<file path="src/rtl/zigzag_buffer_if.sv">
// Coefficient stream payload type and the bus interface of the zigzag reorder buffer.
package zigzag_pkg;
  localparam int unsigned COEF_WIDTH = 16;

  typedef struct packed {
    logic                  valid;
    logic [COEF_WIDTH-1:0] data;
  } dataPort_t;

  typedef enum logic {
    RD_IDLE  = 1'b0,
    RD_DRAIN = 1'b1
  } rd_state_e;
endpackage

interface zigzag_buffer_if;
  import zigzag_pkg::*;

  dataPort_t in;
  dataPort_t out;
  logic      out_last;
  logic      overflow;

  modport master (output in, input out, out_last, overflow);
  modport slave  (input in, output out, out_last, overflow);
endinterface

</file>
<file path="src/rtl/zigzag_buffer.sv">
// Ping-pong 2x64 coefficient buffer: fills raster-order blocks, drains them in
// zigzag (or raster, for debug) order with a registered output stage.
module zigzag_buffer
  import zigzag_pkg::*;
#(
  parameter int unsigned DATA_WIDTH = COEF_WIDTH,
  parameter bit          ZIGZAG     = 1'b1
) (
  input  logic           clk,
  input  logic           rst_n,
  zigzag_buffer_if.slave bus
);
  localparam int unsigned DEPTH = 64;
  localparam int unsigned AW    = 6;
  localparam logic [AW-1:0] LAST = AW'(DEPTH - 1);

  // Raster index of each zigzag position.
  localparam logic [AW-1:0] ZZ_ROM [DEPTH] = '{
    6'd0,  6'd1,  6'd8,  6'd16, 6'd9,  6'd2,  6'd3,  6'd10,
    6'd17, 6'd24, 6'd32, 6'd25, 6'd18, 6'd11, 6'd4,  6'd5,
    6'd12, 6'd19, 6'd26, 6'd33, 6'd40, 6'd48, 6'd41, 6'd34,
    6'd27, 6'd20, 6'd13, 6'd6,  6'd7,  6'd14, 6'd21, 6'd28,
    6'd35, 6'd42, 6'd49, 6'd56, 6'd57, 6'd50, 6'd43, 6'd36,
    6'd29, 6'd22, 6'd15, 6'd23, 6'd30, 6'd37, 6'd44, 6'd51,
    6'd58, 6'd59, 6'd52, 6'd45, 6'd38, 6'd31, 6'd39, 6'd46,
    6'd53, 6'd60, 6'd61, 6'd54, 6'd47, 6'd55, 6'd62, 6'd63
  };

  logic [DATA_WIDTH-1:0] ram [2*DEPTH];

  logic            wr_bank;
  logic [AW-1:0]   wr_cnt;
  logic [1:0]      bank_full;
  logic            overflow;

  rd_state_e       state, state_nxt;
  logic            rd_bank, rd_bank_nxt;
  logic [AW-1:0]   rd_cnt, rd_cnt_nxt;

  logic                  out_valid;
  logic                  out_last;
  logic [DATA_WIDTH-1:0] out_data;

  logic            wr_en_c, wr_done_c, drop_c;
  logic            rd_en_c, rd_done_c;
  logic [1:0]      ready_c;
  logic [AW-1:0]   rd_addr_c;

  // Write-side qualification.
  always_comb begin
    wr_en_c   = bus.in.valid && !bank_full[wr_bank];
    wr_done_c = wr_en_c && (wr_cnt == LAST);
    drop_c    = bus.in.valid && bank_full[wr_bank];
  end

  // A bank completing this cycle counts as ready so back-to-back blocks drain without a bubble.
  always_comb begin
    ready_c = bank_full;
    if (wr_done_c) ready_c[wr_bank] = 1'b1;
  end

  always_ff @(posedge clk or negedge rst_n) begin
    if (!rst_n) begin
      wr_bank  <= 1'b0;
      wr_cnt   <= '0;
      overflow <= 1'b0;
    end else begin
      if (wr_en_c) begin
        wr_cnt <= wr_cnt + AW'(1);
        if (wr_done_c) wr_bank <= ~wr_bank;
      end
      if (drop_c) overflow <= 1'b1;
    end
  end

  // Write side sets, read side clears; they never touch the same bank in one cycle.
  always_ff @(posedge clk or negedge rst_n) begin
    if (!rst_n) begin
      bank_full <= '0;
    end else begin
      if (wr_done_c) bank_full[wr_bank] <= 1'b1;
      if (rd_done_c) bank_full[rd_bank] <= 1'b0;
    end
  end

  always_ff @(posedge clk or negedge rst_n) begin
    if (!rst_n) begin
      state   <= RD_IDLE;
      rd_bank <= 1'b0;
      rd_cnt  <= '0;
    end else begin
      state   <= state_nxt;
      rd_bank <= rd_bank_nxt;
      rd_cnt  <= rd_cnt_nxt;
    end
  end

  always_comb begin
    state_nxt   = state;
    rd_bank_nxt = rd_bank;
    rd_cnt_nxt  = rd_cnt;
    rd_en_c     = 1'b0;
    rd_done_c   = 1'b0;
    case (state)
      RD_IDLE: begin
        if (ready_c[rd_bank]) state_nxt = RD_DRAIN;
      end
      RD_DRAIN: begin
        rd_en_c    = 1'b1;
        rd_cnt_nxt = rd_cnt + AW'(1);
        if (rd_cnt == LAST) begin
          rd_done_c   = 1'b1;
          rd_bank_nxt = ~rd_bank;
          if (!ready_c[~rd_bank]) state_nxt = RD_IDLE;
        end
      end
      default: state_nxt = RD_IDLE;
    endcase
  end

  always_comb rd_addr_c = ZIGZAG ? ZZ_ROM[rd_cnt] : rd_cnt;

  always_ff @(posedge clk) begin
    if (wr_en_c) ram[{wr_bank, wr_cnt}] <= bus.in.data;
  end

  // The synchronous RAM read register doubles as the output data register.
  always_ff @(posedge clk or negedge rst_n) begin
    if (!rst_n) begin
      out_valid <= 1'b0;
      out_last  <= 1'b0;
      out_data  <= '0;
    end else begin
      out_valid <= rd_en_c;
      out_last  <= rd_done_c;
      if (rd_en_c) out_data <= ram[{rd_bank, rd_addr_c}];
    end
  end

  assign bus.out      = '{valid: out_valid, data: out_data};
  assign bus.out_last = out_last;
  assign bus.overflow = overflow;

endmodule

</file>
<file path="src/flat_wrapper.sv">
// flat-port wrapper written by rule: the top's interface ports become plain ports
module zigzag_buffer_flat import zigzag_pkg::*;
#(
  parameter int unsigned DATA_WIDTH = COEF_WIDTH,
  parameter bit          ZIGZAG     = 1'b1
)
  (clk, rst_n, bus_in, bus_out, bus_out_last, bus_overflow);
  zigzag_buffer_if bus_i ();
  input  logic clk;
  input  logic rst_n;
  input wire logic [$bits(bus_i.in)-1:0] bus_in;
  output wire logic [$bits(bus_i.out)-1:0] bus_out;
  output wire logic [$bits(bus_i.out_last)-1:0] bus_out_last;
  output wire logic [$bits(bus_i.overflow)-1:0] bus_overflow;
  assign bus_i.in = bus_in;
  assign bus_out = bus_i.out;
  assign bus_out_last = bus_i.out_last;
  assign bus_overflow = bus_i.overflow;
  zigzag_buffer #(.DATA_WIDTH(DATA_WIDTH), .ZIGZAG(ZIGZAG)) u_core (.clk(clk), .rst_n(rst_n), .bus(bus_i));
endmodule
</file>
<file path="config.mk">
export PLATFORM = sky130hd
export DESIGN_NAME = zigzag_buffer_flat
export DESIGN_NICKNAME = d
export VERILOG_FILES = /design/src/rtl/zigzag_buffer_if.sv /design/src/rtl/zigzag_buffer.sv /design/src/flat_wrapper.sv
export SDC_FILE = /design/constraint.sdc
export NUM_CORES = 2
export LEC_CHECK = 0
export CAP_MARGIN = 20
export CORE_AREA = 8 8 507 509
export DETAILED_ROUTE_END_ITERATION = 16
export DIE_AREA = 0 0 515 517
export HOLD_SLACK_MARGIN = 0.12
export PLACE_DENSITY = 0.48
export SYNTH_ARGS = -nofsm -noshare
export SYNTH_HDL_FRONTEND = slang
export SYNTH_SLANG_ARGS = --single-unit
</file>
<file path="constraint.sdc">
create_clock -name clk -period 5.05 [get_ports clk]
set_input_delay 1.2625 -clock clk [delete_from_list [all_inputs] [get_ports clk]]
set_output_delay 1.2625 -clock clk [all_outputs]
set_load 0.01 [all_outputs]
</file>
==> flow_summary.json <==
{
  "fmax_mhz": 203.5,
  "overflow": 0,
  "dieArea_mm2": 0.2663,
  "initial_core_util_pct": 32.69,
  "routedWlPerCell_um": 30.92,
  "io_buffer_count": 37,
  "syn_area_mm2": 0.08157,
  "outcome": "complete, no violations",
  "worstMarginPinSlew_ns": 1.190,
  "boundaryPins": 38,
  "vias_per_cell": 5.405,
  "cp-start-kind": "flop",
  "p_per_area_mw_per_mm2": 404.7,
  "path_clk_slew_ns": 0.06,
  "fp.dieW_um": 515,
  "min_period_ns": 4.913,
  "cts_root_buf": "clkbuf_16",
  "dp_hpwl_um": 170500,
  "p_clk_share_pct": 40.6,
  "postSynthCellCount": 4842,
  "post-place-ws_ns": -0.1953,
  "cts_tree": "yes",
  "htree_levels": 4,
  "yosysSeqAreaShare_pct": 76.50,
  "cp_slowest_stage_delay_ns": 0.62,
  "slew-limit-headroom_pct": 20.65,
  "p_switching_mw": 9.395,
  "drtIter0Drc": 5927,
  "die_y_um": 517,
  "cp_max_fo": 26,
  "finClkSkew_ns": 0.06400,
  "cp_num_buf_inv": 3,
  "clk_path_buf_depth": 3,
  "nets": 5281,
  "syn_avg_cell_area_um2": 16.85,
  "path_cells": "inv_1 > ha_1 > xnor2_1 > and3_1 > a311o_1 > nand2_4 > buf_12 > buf_4 > mux4_2 > a22oi_1 > nand4_1 > nor4_2 > nor3_1",
  "power_frac_seq_pct": 50.4,
  "netSwitchingFraction_pct": 24.17,
  "synth.yosys.warnings": 0,
  "required_ns": 5.76,
  "grt_usage_pct": 19.89,
  "cts_buffers": 219,
  "path_delay_family": "simple AND/OR/NAND/NOR gates",
  "vias": 47494,
  "layout_setup_ws_ns": 0.1366,
  "grt_max_degree": 129,
  "grt_pass1_vias": 46145,
  "hold_viol_final": 0,
  "min_path_type": "primary input to asynchronous set/reset pin",
  "worstPathArrival_ns": 5.62,
  "combPwrFrac_pct": 9.0,
  "grt_pass1_wl_um": 377400,
  "place_congestion": 0.8661,
  "critical_path_class": "flop to flop",
  "synth_edf_count": 2048,
  "critPathCaptureType": "flop",
  "fillers": 23089,
  "rsz0062_at_grt": "false",
  "fin_crit_sh_pct": 97.29,
  "ant_nets": 0,
  "synthDistinctLibCells": 74,
  "drt_pre_antenna_iters": 6,
  "intPower_mw": 29.48,
  "core_mm2": 0.2496,
  "utilization_pct": 38.50,
  "finalSetupViolations": 0,
  "area_delta_synth_final_pct": 17.77,
  "drive_gt1_share_pct": 20.88,
  "maxSlewViolCount": 0,
  "async_reset_ff_share_pct": 1.727,
  "totalWireLength_um": 271700,
  "slowest_stage": "nor4_2",
  "fin_tns_setup_ns": 0,
  "synth-main-ff-cell": "edfxtp_1",
  "clk-insertion-delay-late_ns": 0.86,
  "drv_cap": 0,
  "rows": 184,
  "power_leakage_nw": 31.34,
  "clock-sinks": 2084,
  "synth-seq-cells": 2084,
  "peakVddDrop_uv": 388.0,
  "synth.net_count": 4877,
  "grt_antenna_before_repair": 12,
  "drc": 0
}
==> layout make-up <==
type / instances / area, µm² / share of cell area, %
Sequential cell: 2084 / 62400 / 64.95
Multi-Input combinational cell: 2456 / 17950 / 18.68
Clock buffer: 276 / 5778 / 6.015
Timing Repair Buffer: 472 / 4484 / 4.668
Tap cell: 3348 / 4189 / 4.360
Clock inverter: 130 / 1199 / 1.248
Inverter: 13 / 48.80 / 0.05079
Antenna cell: 8 / 20.02 / 0.02084
==> power groups by stage <==
stage                     Clock [mW]  Sequential, mW  Combinational [mW]
final                           15.8            19.6                3.49
after CTS                       16.1            19.6                3.53
after detailed placement           0            20.0                3.50
after floorplan                    0            19.8                1.88
after global routing            16.7            19.6                3.70
after global placement             0            19.9                3.49
==> final timing paths <==
| path | from | end | slack [ns] | cells after the start |
|---|---|---|---|---|
| setup / recovery | u_core.rd_cnt[1] | u_core.out_data[12] | 0.14 | 13 |
| hold / removal | rst_n | u_core.wr_cnt[3] | 0.38 | 1 |
| setup reg to reg | u_core.rd_cnt[1] | u_core.out_data[12] | 0.14 | 13 |
| hold reg to reg | u_core.bus.overflow | u_core.bus.overflow | 0.59 | 1 |
| max in group asynchronous | rst_n | u_core.state | 3.74 | 2 |
| min in group clk | u_core.bus.overflow | u_core.bus.overflow | 0.59 | 1 |
==> stage by stage <==
step / hold WS, ns / cells / total power [mW] / cell area, µm²
after floorplan: 0.3781 / 4842 / 21.69 / 81570
after global placement: 0.6004 / 8364 / 23.43 / 88930
after detailed placement: 0.6092 / 8368 / 23.45 / 88960
after CTS: 0.3144 / 8778 / 39.18 / 96000
after global routing: 0.3436 / 8780 / 39.98 / 96050
final: 0.3804 / 8787 / 38.88 / 96070
==> routing by layer <==
metal	up-vias	share of wire, %	GRT usage (%)
met4	4	2.9	5.480
met1	25339	43	28.02
li1	19918	-	-
met3	343	6.6	2.983
met5	-	0.0085	0
met2	1890	47	32.33
==> what timing repair did <==
| action | CTS | global route |
|---|---|---|
| hold endpoints to repair | 0 | 0 |
| buffers inserted | 4 | 0 |
| hold buffers | 0 | 0 |
| setup endpoints to repair | 5 | 3 |
| gates resized for setup | 2 | 3 |
| cloned | 0 | 0 |
==> state kept, by name, summed over array words and instances, names as in the netlist <==
signal               flops
u_core.state             1
u_core.rd_bank           1
u_core.rd_cnt            6
u_core.bus.overflow      1
u_core.out_valid         1
u_core.bank_full         2
u_core.bus.out_last      1
u_core.wr_cnt            6
u_core.wr_bank           1
u_core.out_data         16
u_core.ram            2048
==> kinds of logic (layout without fill, tap and decap cells) <==
group / after synthesis / after routing / share of synthesized area [%]
muxes: 366 / 366 / 8.607
and+or+nand+nor: 1594 / 1594 / 8.426
buffers and inverters: 302 / 891 / 1.951
other: 0 / 8 / 0
DFF: 2084 / 2084 / 76.50
xor gates and xnor gates: 13 / 13 / 0.1396
AOI/OAI and AO/OA: 467 / 467 / 4.134
adders and majority gates: 16 / 16 / 0.2454
==> worst register-to-register path: stages, from the launching register on <==
cell and delay, ns:
dfrtp_1 0.50, inv_1 0.24, ha_1 0.44, xnor2_1 0.18, and3_1 0.20, a311o_1 0.44
nand2_4 0.16, buf_12 0.27, buf_4 0.43, mux4_2 0.37, a22oi_1 0.56, nand4_1 0.24
nor4_2 0.62, nor3_1 0.13
==> placed cells by master (no fill, tap or decap), types with 31 or more instances in the layout <==
master / count
clkbuf_1: 52
a22oi_1: 57
edfxtp_1: 2048
nor2_2: 79
nand2_1: 860
and3_1: 31
nor3_1: 40
a311oi_1: 37
buf_4: 379
clkbuf_16: 222
buf_12: 70
clkinv_1: 51
a32oi_1: 71
a21oi_1: 99
mux2i_1: 95
mux4_2: 264
nand3_1: 360
dfrtp_1: 35
a31oi_1: 51
clkinv_2: 46
nor2_1: 104
nand4_1: 50
==> cell usage after synthesis (8+ instances only) <==
master / n / share of area, %
mux4_2: 264 / 7.3
ha_1: 16 / 0.25
o211ai_1: 20 / 0.18
nor3_1: 43 / 0.26
nand4_1: 50 / 0.38
a211oi_1: 9 / 0.083
a21oi_1: 101 / 0.62
nor2_1: 186 / 0.86
a32oi_1: 71 / 0.76
nand3_1: 362 / 2.2
a31oi_1: 51 / 0.39
a221oi_1: 11 / 0.12
nand2b_1: 10 / 0.077
buf_6: 19 / 0.26
inv_1: 12 / 0.055
o21ai_0: 15 / 0.092
and3_1: 31 / 0.24
dfrtp_1: 36 / 1.1
o22ai_1: 17 / 0.13
o2111ai_1: 11 / 0.12
a22o_1: 8 / 0.086
nand2_1: 862 / 4.0
edfxtp_1: 2048 / 75
xnor2_1: 9 / 0.097
nor2b_1: 9 / 0.069
nor4_1: 18 / 0.14
mux2i_1: 95 / 1.2
o31ai_1: 8 / 0.074
buf_1: 9 / 0.041
a22oi_1: 58 / 0.53
a311oi_1: 38 / 0.41
clkbuf_1: 97 / 0.45
buf_4: 34 / 0.31
buf_2: 128 / 0.79
Note: power is estimated with default switching activity, not from simulation.
